File: src/rtl/tri_buffer_pkg.sv
// rtl/tri_buffer_pkg.sv - shared types and select decode for the triple-buffer SRAM arbiter
//
// Contents:
//   bank_t       physical bank ids X/Y/Z (upper two SRAM address bits)
//   sel_t        buffer-selection codes A..F from the triple-buffer controller
//   state_t      arbiter FSM states
//   bank_pair_t  decoded {cap_bank, tx_bank, valid}
//   sel_to_banks maps a select code to the capture and transmission banks
package tri_buffer_pkg;

    typedef enum logic [1:0] {
        BANK_X = 2'b00,
        BANK_Y = 2'b01,
        BANK_Z = 2'b10
    } bank_t;

    typedef enum logic [2:0] {
        SEL_A = 3'd0,
        SEL_B = 3'd1,
        SEL_C = 3'd2,
        SEL_D = 3'd3,
        SEL_E = 3'd4,
        SEL_F = 3'd5
    } sel_t;

    typedef enum logic [1:0] {
        ST_IDLE,
        ST_WRITE,
        ST_READ,
        ST_TURN
    } state_t;

    typedef struct packed {
        bank_t cap_bank;
        bank_t tx_bank;
        logic  valid;
    } bank_pair_t;

    // Codes 6 and 7 decode to valid=0; the bank fields are then don't-care.
    function automatic bank_pair_t sel_to_banks(input logic [2:0] sel);
        bank_pair_t r;
        r = '{cap_bank: BANK_X, tx_bank: BANK_X, valid: 1'b0};
        case (sel)
            SEL_A:   r = '{cap_bank: BANK_X, tx_bank: BANK_Y, valid: 1'b1};
            SEL_B:   r = '{cap_bank: BANK_X, tx_bank: BANK_Z, valid: 1'b1};
            SEL_C:   r = '{cap_bank: BANK_Y, tx_bank: BANK_X, valid: 1'b1};
            SEL_D:   r = '{cap_bank: BANK_Y, tx_bank: BANK_Z, valid: 1'b1};
            SEL_E:   r = '{cap_bank: BANK_Z, tx_bank: BANK_X, valid: 1'b1};
            SEL_F:   r = '{cap_bank: BANK_Z, tx_bank: BANK_Y, valid: 1'b1};
            default: r = '{cap_bank: BANK_X, tx_bank: BANK_X, valid: 1'b0};
        endcase
        return r;
    endfunction

endpackage

File: src/rtl/tri_rd_pipe.sv
// rtl/tri_rd_pipe.sv - read-valid tracking pipeline and read data capture
//
// Ports:
//   clk, reset   clock and asynchronous active-high reset (flushes in-flight reads)
//   issue        a read was granted this cycle
//   sram_rdata   raw SRAM read data
//   rvalid       one-cycle pulse qualifying rdata
//   rdata        captured read data
module tri_rd_pipe
    import tri_buffer_pkg::*;
#(
    parameter int DATA_W   = 8,
    parameter int READ_LAT = 2
) (
    input  logic              clk,
    input  logic              reset,
    input  logic              issue,
    input  logic [DATA_W-1:0] sram_rdata,
    output logic              rvalid,
    output logic [DATA_W-1:0] rdata
);

    // vld[0] lines up with the SRAM strobe cycle; vld[READ_LAT] with the
    // cycle in which the SRAM drives the requested word.
    logic [READ_LAT:0] vld;

    always_ff @(posedge clk or posedge reset) begin
        if (reset) begin
            vld    <= '0;
            rvalid <= 1'b0;
            rdata  <= '0;
        end else begin
            vld    <= {vld[READ_LAT-1:0], issue};
            rvalid <= vld[READ_LAT];
            if (vld[READ_LAT]) begin
                rdata <= sram_rdata;
            end
        end
    end

endmodule

File: src/rtl/tri_sram_arbiter.sv
// rtl/tri_sram_arbiter.sv - round-robin capture/transmit arbiter for a three-bank single-port SRAM
//
// Ports:
//   clk, reset                  clock, asynchronous active-high reset
//   sram_select                 triple-buffer code A=0..F=5 (6,7 invalid)
//   cap_req/addr/wdata/gnt      capture write request channel
//   tx_req/addr/gnt             transmission read request channel
//   tx_rdata, tx_rvalid         read return, READ_LAT+2 cycles after tx_gnt
//   sram_en/we/addr/wdata/rdata registered SRAM port, addr = {bank, word}
//   sel_error                   registered flag, high while sram_select is invalid
//
// Build option: define TRI_ARB_TURNAROUND_EN to insert one dead SRAM cycle
// (TURN state) on every read/write direction change.
module tri_sram_arbiter
    import tri_buffer_pkg::*;
#(
    parameter int ADDR_W   = 16,
    parameter int DATA_W   = 8,
    parameter int READ_LAT = 2
) (
    input  logic              clk,
    input  logic              reset,
    input  logic [2:0]        sram_select,
    input  logic              cap_req,
    input  logic [ADDR_W-1:0] cap_addr,
    input  logic [DATA_W-1:0] cap_wdata,
    output logic              cap_gnt,
    input  logic              tx_req,
    input  logic [ADDR_W-1:0] tx_addr,
    output logic              tx_gnt,
    output logic [DATA_W-1:0] tx_rdata,
    output logic              tx_rvalid,
    output logic              sram_en,
    output logic              sram_we,
    output logic [ADDR_W+1:0] sram_addr,
    output logic [DATA_W-1:0] sram_wdata,
    input  logic [DATA_W-1:0] sram_rdata,
    output logic              sel_error
);

    state_t     state, state_nxt;
    logic       last_tx;              // 1: transmission was granted last
    logic       turn_tx, turn_tx_nxt; // direction pending across TURN
    logic       want_tx;
    logic       turn_needed;
    bank_pair_t banks;

    assign banks = sel_to_banks(sram_select);

    // On a tie the requester that was not granted last wins.
    assign want_tx = tx_req && (!cap_req || !last_tx);

    always_comb begin
        cap_gnt     = 1'b0;
        tx_gnt      = 1'b0;
        state_nxt   = ST_IDLE;
        turn_tx_nxt = turn_tx;
`ifdef TRI_ARB_TURNAROUND_EN
        turn_needed = (state == ST_WRITE && want_tx) ||
                      (state == ST_READ  && !want_tx);
`else
        turn_needed = 1'b0;
`endif
        // An invalid select blocks all grants and parks the FSM in IDLE.
        if (banks.valid) begin
            case (state)
                ST_TURN: begin
                    cap_gnt   = !turn_tx && cap_req;
                    tx_gnt    = turn_tx && tx_req;
                    state_nxt = turn_tx ? ST_READ : ST_WRITE;
                end
                default: begin
                    if (cap_req || tx_req) begin
                        if (turn_needed) begin
                            state_nxt   = ST_TURN;
                            turn_tx_nxt = want_tx;
                        end else begin
                            cap_gnt   = !want_tx;
                            tx_gnt    = want_tx;
                            state_nxt = want_tx ? ST_READ : ST_WRITE;
                        end
                    end
                end
            endcase
        end
    end

    always_ff @(posedge clk or posedge reset) begin
        if (reset) begin
            state      <= ST_IDLE;
            last_tx    <= 1'b1;
            turn_tx    <= 1'b0;
            sram_en    <= 1'b0;
            sram_we    <= 1'b0;
            sram_addr  <= '0;
            sram_wdata <= '0;
            sel_error  <= 1'b0;
        end else begin
            state     <= state_nxt;
            turn_tx   <= turn_tx_nxt;
            sel_error <= !banks.valid;
            sram_en   <= cap_gnt || tx_gnt;
            sram_we   <= cap_gnt;
            if (cap_gnt || tx_gnt) begin
                last_tx <= tx_gnt;
            end
            // Address and write data hold their last value on idle cycles.
            if (cap_gnt) begin
                sram_addr  <= {banks.cap_bank, cap_addr};
                sram_wdata <= cap_wdata;
            end else if (tx_gnt) begin
                sram_addr  <= {banks.tx_bank, tx_addr};
            end
        end
    end

    tri_rd_pipe #(
        .DATA_W   (DATA_W),
        .READ_LAT (READ_LAT)
    ) u_rd_pipe (
        .clk        (clk),
        .reset      (reset),
        .issue      (tx_gnt),
        .sram_rdata (sram_rdata),
        .rvalid     (tx_rvalid),
        .rdata      (tx_rdata)
    );

endmodule

File: config.mk
export PLATFORM = sky130hd
export DESIGN_NAME = tri_sram_arbiter
export DESIGN_NICKNAME = d
export VERILOG_FILES = /design/src/rtl/tri_buffer_pkg.sv /design/src/rtl/tri_rd_pipe.sv /design/src/rtl/tri_sram_arbiter.sv
export SDC_FILE = /design/constraint.sdc
export NUM_CORES = 1
export LEC_CHECK = 0
export CORE_MARGIN = 2
export CORE_UTILIZATION = 40
export CTS_CLUSTER_SIZE = 12
export DETAILED_ROUTE_END_ITERATION = 10
export PLACE_DENSITY = 0.88
export SLEW_MARGIN = 20
export SYNTH_ARGS = -nofsm -noshare
export SYNTH_HDL_FRONTEND = slang
export SYNTH_SLANG_ARGS = --single-unit
export TNS_END_PERCENT = 20
File: constraint.sdc
create_clock -name clk -period 1.6 [get_ports clk]
set_input_delay 0.32 -clock clk [delete_from_list [all_inputs] [get_ports clk]]
set_output_delay 0.32 -clock clk [all_outputs]
set_load 0.02 [all_outputs]
==> flow_summary.ini <==
[grt]
antenna_found_initial = 0
globalRouteOverflowTotal = 0
grt_pass1_wl_mm = 8.34
grt_pass1_vias = 1782
grt_usage_pct = 20.1
grt_max_degree = 35

[power_and_ir_drop]
p_leak_nw = 1.50
netSwitchingPower_mw = 1.12
ir_worst_vdd_mv = 0.635
p_comb_share_pct = 38.0
intPower_mw = 2.38
p_per_area_mw_per_mm2 = 1110
p_seq_share_pct = 40.7
switching_share_pct = 32.1
clockPowerShare_pct = 21.4

[synth]
synth_cell_types = 29
synthFlopType = dfrtp_1
synth_seq_cells = 43
syn_area_per_cell_um2 = 11.6
yosysTopAreaCell = dfrtp_1
seq_area_frac_synth_pct = 56.1
synth_edf_count = 0
synth_top_area_share_pct = 54.8
synth_nets = 220
postSynthCellCount = 165
ys_warn_count = 0
yosysMostFrequentCell = dfrtp_1
synth_area_mm2 = 0.00192
yosys-top-cells-count = dfrtp_1, a211oi_1, a31oi_1, o21ai_0, nand3_1
synthTopCellsByArea = dfrtp_1, a211oi_1, a31oi_1, mux2_1, mux2_2
async_flop_share_pct = 100

[sta]
grt_setup_unrepaired = yes
finClkSkew_ps = 2.73
min_period_ps = 1590
tightest_slew_ps = 341
finalCritPeriodShare_pct = 99.3
maxSlewHeadroom_pct = 77.3
fmax_mhz = 630
hold_viol = 0
setup_viol = 0
maxSlewViolCount = 0
setup_ws_ps = 12.0

[floorplan]
die_area_mm2 = 0.00537
initial_utilization_pct = 41.2
design.core.area_mm2 = 0.00466
io_pins = 95
rows = 25
die_y_um = 73.3
die_w_um = 73.3

[cts]
cts_tree = done
holdBufCountCts = 0
clkSinkCount = 43
numCtsBuffers = 5
clk_pin_slew_ps = 80
clkLatencyLatePin_ps = 290
cts_htree_levels = 2
root_buffer = clkbuf_8
ctsLongestPathBuffers = 2

[route]
first_pass_iters = 4
viasPerCell = 5.50
ant_nets = 0
drc = 0
routedWlPerCell_um = 15.8
drt-total-wl_mm = 5.07
vias = 1772
initialDrtViolationCount = 89

[run_status]
status = completed

[flow_run]
cap_violations = 0

[final_layout]
layout-drive-gt1-share_pct = 16.0
multi_input_area_um2 = 727
diodes = 0
fillers = 348
regArea_mm2 = 0.00108
final_area_mm2 = 0.00316
final_nets = 322
syn2layout_area_growth_pct = 64.4

[place]
dp_hpwl_mm = 3.49
post-place-ws_ps = -729
port_buffers = 94
gp_congestion = 0.733
place_area_mm2 = 0.00297

[setup_path]
startpoint = last_tx
required_ps = 1280
path_class = reg2out
regToRegStartpoint = state[0]
rr_worst_depth = 4
cp-end-kind = output pin
path_max_fanout = 3
start_kind = flop
cp.arrival_ps = 1270

[hold_path]
hp-class = in2async
## kinds of logic after synthesis
kind of cell    Yosys count  synth area share, %
compound gates           62                 21.4
xor+xnor                  1                0.456
buf+inv                  21                 6.52
flops                    43                 56.1
mux                      16                 9.39
simple gates             22                 6.06
## sequential cells by signal (all words and copies together), names as in the netlist
register / count
u_rd_pipe.vld: 3
sram_en: 1
sram_we: 1
sel_error: 1
last_tx: 1
sram_addr: 18
u_rd_pipe.rvalid: 1
state: 1
u_rd_pipe.rdata: 8
sram_wdata: 8
## cells in the final DEF (no fill, tap or decap), types with 2 or more instances in the layout
cell	n
clkdlybuf4s50_1	60
dfrtp_1	42
dlymetal6s2s_1	28
o21ai_0	17
a211oi_1	17
a31oi_1	17
nand3_1	16
buf_4	16
mux2_2	8
mux2_1	8
clkbuf_8	7
dlygate4sd2_1	4
inv_1	2
a21oi_1	2
inv_2	2
buf_12	2
## worst paths after layout
| path | to | slack, ps |
|---|---|---|
| min in group clk | u_rd_pipe.vld[2] | 350 |
| setup reg to reg | sram_addr[16] | 80 |
| hold reg to reg | u_rd_pipe.vld[2] | 350 |
| hold / removal | sram_we | 270 |
| max in group asynchronous | last_tx | 830 |
| setup / recovery | cap_gnt | 10 |
## metrics by stage
| stage | cells | util (%) | total power [mW] | TNS (ps) | hold WS, ps |
|---|---|---|---|---|---|
| 2_1_floorplan | 165 | - | 2.10 | 0 | 331 |
| 3_3_place_gp | 312 | 63.7 | 2.78 | -7660 | 333 |
| 3_5_place_dp | 312 | 63.7 | 2.81 | -8950 | 341 |
| 4_1_cts | 322 | 65.9 | 3.56 | -28.4 | 273 |
| 5_1_grt | 322 | 67.7 | 3.71 | -48.9 | 271 |
| 6_report | 322 | 67.7 | 3.50 | 0 | 273 |
## critical path, stage by stage (launching register included)
cell and delay (ps):
dfstp_2 560, inv_2 50, a21o_4 220, inv_8 50, buf_6 100
## power by group through the flow
stage                     combinational (mW)  sequential (mW)  clock [mW]
final                                   1.33             1.42       0.748
after global routing                    1.43             1.46       0.820
after CTS                               1.36             1.43       0.765
after detailed placement                1.36             1.45           0
after global placement                  1.33             1.45           0
after floorplan                        0.408             1.69           0
## routing by layer
| metal | GRT usage, % | wire, um | up-vias |
|---|---|---|---|
| li1 | - | - | 822 |
| met1 | 26.7 | 2210 | 862 |
| met2 | 32.6 | 2430 | 83 |
| met3 | 4.80 | 398 | 5 |
| met4 | 6.17 | 42 | 0 |
| met5 | 0 | 0 | - |
## cell type report
type                       count  area share, %
timing repair buffer         111           36.7
inverter                       5          0.833
sequential                    43           34.1
multi-input combinational    101           23.0
clock buffer                   8           3.17
tap                           54           2.14
## repair_timing
action | in CTS | in global routing
pin swaps | 1 | 1
buffers inserted | 2 | 0
endpoints found under the setup margin | 11 | 32
resized for setup | 15 | 31
endpoints found under the hold margin | 0 | 0
Power figures use the tool's default switching activity.
